--- src/rtl/f2h_burst_arbiter_if.sv ---
// Byte-stream bundle between four requesters, the burst arbiter and the f2h FIFO producer port.
// Handshake: a byte moves on a rising clock edge exactly when its valid and ready are both high; valid never waits on ready.
interface f2h_burst_arbiter_if;
    logic [3:0]  reqValid_in;
    logic [15:0] reqLen_in;
    logic [31:0] reqData_in;
    logic [3:0]  reqReady_out;
    logic [7:0]  outData_out;
    logic        outValid_out;
    logic        outReady_in;

    modport master (
        input  reqValid_in, reqLen_in, reqData_in, outReady_in,
        output reqReady_out, outData_out, outValid_out
    );

    modport slave (
        output reqValid_in, reqLen_in, reqData_in, outReady_in,
        input  reqReady_out, outData_out, outValid_out
    );
endinterface

--- src/rtl/f2h_burst_arbiter.sv ---
// Round-robin burst arbiter: four byte-stream requesters share one FIFO producer port,
// each grant emitting an optional {source, length} header followed by exactly that many bytes.
module f2h_burst_arbiter #(
    parameter bit HEADER_EN = 1'b1
) (
    input  logic                       clk_in,
    input  logic                       reset_in,
    input  logic                       enable_in,
    f2h_burst_arbiter_if.master        bus,
    output logic [3:0]                 grant_out,
    output logic                       busy_out,
    output logic [1:0]                 state_out
);
    typedef enum logic [1:0] {
        IDLE   = 2'd0,
        HEADER = 2'd1,
        DATA   = 2'd2
    } state_t;

    state_t     state, stateNext;
    logic [1:0] grantIdx, lastIdx;
    logic [4:0] remaining, lenQ;
    logic [1:0] pickIdx, candIdx;
    logic       pickValid;
    logic [3:0] pickLenRaw;
    logic [4:0] pickLen;
    logic       headerXfer, dataXfer;
    logic [3:0] grantComb, reqReadyComb;
    logic [7:0] outDataComb;
    logic       outValidComb;

    // Search starts just after the last served requester, so it gets lowest priority.
    always_comb begin
        pickValid = 1'b0;
        pickIdx   = lastIdx;
        candIdx   = lastIdx;
        for (int k = 1; k <= 4; k++) begin
            candIdx = lastIdx + 2'(k);
            if (!pickValid && bus.reqValid_in[candIdx]) begin
                pickValid = 1'b1;
                pickIdx   = candIdx;
            end
        end
    end

    assign pickLenRaw = bus.reqLen_in[{pickIdx, 2'b00} +: 4];
    assign pickLen    = (pickLenRaw == 4'd0) ? 5'd16 : {1'b0, pickLenRaw};

    always_comb begin
        stateNext    = state;
        grantComb    = 4'b0000;
        reqReadyComb = 4'b0000;
        outDataComb  = 8'h00;
        outValidComb = 1'b0;
        headerXfer   = 1'b0;
        dataXfer     = 1'b0;
        case (state)
            IDLE: begin
                if (enable_in && pickValid) begin
                    if (HEADER_EN) stateNext = HEADER;
                    else           stateNext = DATA;
                end
            end
            HEADER: begin
                grantComb[grantIdx] = 1'b1;
                outValidComb        = 1'b1;
                outDataComb         = {grantIdx, 2'b00, lenQ[3:0]};
                if (bus.outReady_in) begin
                    headerXfer = 1'b1;
                    stateNext  = DATA;
                end
            end
            DATA: begin
                grantComb[grantIdx]    = 1'b1;
                outValidComb           = bus.reqValid_in[grantIdx];
                outDataComb            = bus.reqData_in[{grantIdx, 3'b000} +: 8];
                reqReadyComb[grantIdx] = bus.outReady_in;
                if (bus.reqValid_in[grantIdx] && bus.outReady_in) begin
                    dataXfer = 1'b1;
                    if (remaining == 5'd1) stateNext = IDLE;
                end
            end
            default: stateNext = IDLE;
        endcase
    end

    always_ff @(posedge clk_in or negedge reset_in) begin
        if (!reset_in) state <= IDLE;
        else           state <= stateNext;
    end

    always_ff @(posedge clk_in or negedge reset_in) begin
        if (!reset_in) begin
            grantIdx  <= 2'd0;
            lastIdx   <= 2'd3;
            remaining <= 5'd0;
            lenQ      <= 5'd0;
        end else begin
            // Length is captured at grant time; later changes on reqLen_in are ignored.
            if (state == IDLE && stateNext != IDLE) begin
                grantIdx <= pickIdx;
                lenQ     <= pickLen;
                if (!HEADER_EN) remaining <= pickLen;
            end
            if (headerXfer) remaining <= lenQ;
            if (dataXfer) begin
                remaining <= remaining - 5'd1;
                if (remaining == 5'd1) lastIdx <= grantIdx;
            end
        end
    end

    assign grant_out        = grantComb;
    assign busy_out         = (state != IDLE);
    assign state_out        = state;
    assign bus.reqReady_out = reqReadyComb;
    assign bus.outData_out  = outDataComb;
    assign bus.outValid_out = outValidComb;
endmodule

--- src/flat_wrapper.sv ---
// flat-port wrapper written by rule: the top's interface ports become plain ports
module f2h_burst_arbiter_flat 
#(
    parameter bit HEADER_EN = 1'b1
)
  (clk_in, reset_in, enable_in, grant_out, busy_out, state_out, bus_reqValid_in, bus_reqLen_in, bus_reqData_in, bus_outReady_in, bus_reqReady_out, bus_outData_out, bus_outValid_out);
  f2h_burst_arbiter_if bus_i ();
  input  logic clk_in;
  input  logic reset_in;
  input  logic enable_in;
  output logic [3:0] grant_out;
  output logic busy_out;
  output logic [1:0] state_out;
  input wire logic [$bits(bus_i.reqValid_in)-1:0] bus_reqValid_in;
  input wire logic [$bits(bus_i.reqLen_in)-1:0] bus_reqLen_in;
  input wire logic [$bits(bus_i.reqData_in)-1:0] bus_reqData_in;
  input wire logic [$bits(bus_i.outReady_in)-1:0] bus_outReady_in;
  output wire logic [$bits(bus_i.reqReady_out)-1:0] bus_reqReady_out;
  output wire logic [$bits(bus_i.outData_out)-1:0] bus_outData_out;
  output wire logic [$bits(bus_i.outValid_out)-1:0] bus_outValid_out;
  assign bus_i.reqValid_in = bus_reqValid_in;
  assign bus_i.reqLen_in = bus_reqLen_in;
  assign bus_i.reqData_in = bus_reqData_in;
  assign bus_i.outReady_in = bus_outReady_in;
  assign bus_reqReady_out = bus_i.reqReady_out;
  assign bus_outData_out = bus_i.outData_out;
  assign bus_outValid_out = bus_i.outValid_out;
  f2h_burst_arbiter #(.HEADER_EN(HEADER_EN)) u_core (.clk_in(clk_in), .reset_in(reset_in), .enable_in(enable_in), .bus(bus_i), .grant_out(grant_out), .busy_out(busy_out), .state_out(state_out));
endmodule
--- config.mk ---
export PLATFORM = sky130hd
export DESIGN_NAME = f2h_burst_arbiter_flat
export DESIGN_NICKNAME = d
export VERILOG_FILES = /design/src/rtl/f2h_burst_arbiter_if.sv /design/src/rtl/f2h_burst_arbiter.sv /design/src/flat_wrapper.sv
export SDC_FILE = /design/constraint.sdc
export NUM_CORES = 1
export LEC_CHECK = 0
export ABC_CLOCK_PERIOD_IN_PS = 4550
export CAP_MARGIN = 20
export CORE_MARGIN = 2
export CORE_UTILIZATION = 44
export DETAILED_ROUTE_END_ITERATION = 10
export PLACE_DENSITY = 0.87
export SYNTH_ARGS = -nofsm -noshare
export SYNTH_HDL_FRONTEND = slang
export SYNTH_SLANG_ARGS = --single-unit
--- constraint.sdc ---
create_clock -name clk_in -period 4.55 [get_ports clk_in]
set_clock_uncertainty 0.05 [all_clocks]
set_input_delay 0.91 -clock clk_in [delete_from_list [all_inputs] [get_ports clk_in]]
set_output_delay 0.91 -clock clk_in [all_outputs]
set_load 0.02 [all_outputs]
==> run_results.csv <==
group,metric,value,unit
global_routing,antenna_found_initial,0,
sta,rsz0062_at_grt,"false",
route,drt_pass1_iterations,4,
logic_synthesis,synth_edf_count,0,
critical_path,crit_type,"in -> out",
final_layout,drive_above_1_share,0.105,
place,hpwlAfterDp,3.25,mm
power,powerDensity,496,mW/mm²
sta,clock.fmax,274,MHz
logic_synthesis,ys_ff_latch,16,
sta,slew_violations,0,
outcome,status,"complete, no violations",
logic_synthesis,synth_cells,171,
logic_synthesis,synth.most_common_cell,"nor2_1",
global_routing,grt_overflow_total,0,
sta,whs,469,ps
critical_path,worstSetupEndpointType,"primary output",
power,p_total,1.15,mW
place,io_buffers,75,
die,core_region_area,0.00334,mm²
logic_synthesis,synth_cell_types,40,
clock_tree,cts_hold_buf,0,
place,dpl-instance-area,0.00229,mm²
sta,worst_pin_slew,830,ps
sta,fin_setup_tns,0,ps
route,drtIter0Drc,64,
hold_path,hold_start,"u_core.lenQ[4]$_DFFE_PN0P_",
critical_path,worstPathRequired,3590,ps
route,wl,3.98,mm
die,die_area,0.00396,mm²
critical_path,r2r_cells,6,
final_layout,syn_to_final_growth,52.1,%
sta,min_period,3650,ps
clock_tree,worst_skew_pair.late_latency,280,ps
power,leakage,0.936,nW
hold_path,whs_endpoint,"u_core.lenQ[4]$_DFFE_PN0P_",
critical_path,r2r-end,"u_core.lenQ[3]$_DFFE_PN0P_",
route,drt-vias-per-instance,5.38,
die,dieHeight,62.9,µm
logic_synthesis,avgSynthCellArea,8.93,µm²
global_routing,grt_max_degree,21,
route,wl_per_cell,14.0,µm
clock_tree,cts_tree,"built",
logic_synthesis,ys.flop_type,"dfrtp_1",
global_routing,grt_pass1_wl,6.99,mm
global_routing,groute.usage.overall,0.219,
clock_tree,cts_buffers,3,
logic_synthesis,synth_common_cells,"nor2_1, dfrtp_1, nand2_1, nor2b_1, o21ai_0",
critical_path,worstPathArrival,2690,ps
sta,min_period_over_period,0.801,
hold_path,hold_depth,2,
sta,slew_headroom,0.447,
clock_tree,cts.sinks,16,
critical_path,crit_path_start_kind,"input port",
final_layout,nets,302,
clock_tree,postCtsSetupBuffers,0,
route,route.detailed.drc,0,
critical_path,timing.rr.start,"u_core.grantIdx[0]$_DFFE_PN0P_",
power,ir_worst_vdd,0.226,mV
logic_synthesis,synth_warnings,0,
die,io_pins,76,
logic_synthesis,syn-num-nets,233,
sta,finalHoldViolations,0,
sta,setup_viol,0,
place,place_congestion,0.899,
route,num_vias,1534,
global_routing,grt_pass1_vias,1529,
clock_tree,clkTransAtPathRegs,90,ps
critical_path,worstPathMaxFanout,5,
logic_synthesis,synth_top_area_cell,"dfrtp_1",
die,initial_utilization,0.457,
logic_synthesis,syn_area,0.00153,mm²
flow_run,drv_cap,0,
final_layout,final_util,0.696,
hold_path,hold_class,"reg -> reg",
critical_path,rrSetupSlack,1830,ps
die,row_count,21,
logic_synthesis,netlist_top_cells_area,"dfrtp_1, mux4_2, nor2b_1",
route,ant_nets,0,
final_layout,antennaDiodeCount,0,
logic_synthesis,async_flop_share,1.00,
logic_synthesis,yosysTopAreaCellShare,0.230,
clock_tree,cts-htree-levels,1,
logic_synthesis,ys_seq_area_frac,0.264,
die,die_w,62.9,µm
final_layout,fin_area,0.00232,mm²
clock_tree,clock_path_buffers,2,
clock_tree,cts_resized,0,
clock_tree,clock-root-buffer,"clkbuf_4",
-- how the worst max path moves through the flow --
stage	cells past startpoint	slack (ps)	endpoint	from
finish	5	900	bus_outValid_out	bus_reqValid_in[2]
global route	4	800	bus_outData_out[2]	u_core.grantIdx[0]$_DFFE_PN0P_
CTS	5	900	bus_outValid_out	bus_reqValid_in[0]
detailed placement	5	900	bus_outValid_out	bus_reqValid_in[0]
global placement	5	930	bus_outValid_out	bus_reqValid_in[0]
floorplan	3	1940	bus_outValid_out	bus_reqValid_in[3]
-- layout make-up --
| class | instances | area (µm²) |
|---|---|---|
| Multi-Input combinational cell | 135 | 1040 |
| Fill cell | 283 | 1010 |
| Timing Repair Buffer | 76 | 758 |
| Sequential cell | 16 | 403 |
| Tap cell | 46 | 57.6 |
| Clock buffer | 4 | 36.3 |
| Inverter | 8 | 30.0 |
-- cell usage in the layout (no fill, tap or decap), drive strengths merged, types with 8 or more instances in the layout --
| cell | instances |
|---|---|
| clkdlybuf4s50 | 75 |
| nor2 | 15 |
| dfrtp | 14 |
| nand2 | 14 |
| o21ai | 14 |
| nor2b | 13 |
| nand3 | 10 |
| mux4 | 9 |
| inv | 8 |
-- state kept, by name, indices dropped and copies added (netlist names) --
register,count
u_core.state_out,2
u_core.remaining,5
u_core.grantIdx,2
u_core.lenQ,5
u_core.lastIdx,2
-- critical path, cell delays in order --
cell and delay, ps:
clkdlybuf4s50_1 480, mux4_2 540, a21oi_1 160, nor2b_1 60, clkdlybuf4s50_1 540
-- report_power, final --
group	internal, mW	switching, mW
registers	0.206	0.118
clock network	0.0487	0.0439
logic	0.398	0.338
-- cells by family (layout without fill, tap and decap cells) --
kind of cell | after synthesis | in the layout | share of synthesized area
and+or+nand+nor | 71 | 71 | 0.241
AOI/OAI and AO/OA | 37 | 37 | 0.168
muxes | 21 | 21 | 0.221
buffers and inverters | 20 | 88 | 0.0566
DFF | 16 | 16 | 0.264
adders and majority gates | 6 | 6 | 0.0492
-- routing by layer --
| layer | track usage | part of all wire |
|---|---|---|
| met1 | 0.272 | 0.43 |
| met2 | 0.392 | 0.52 |
| met5 | 0 | 0 |
| met3 | 0.0468 | 0.039 |
| met4 | 0.0389 | 0.0090 |
-- metrics by stage --
stage	instances	setup WS [ps]
2_1_floorplan	171	1940
3_3_place_gp	281	930
3_5_place_dp	281	900
4_1_cts	285	902
5_1_grt	285	803
6_report	285	905
(Power assumes the default switching activity.)
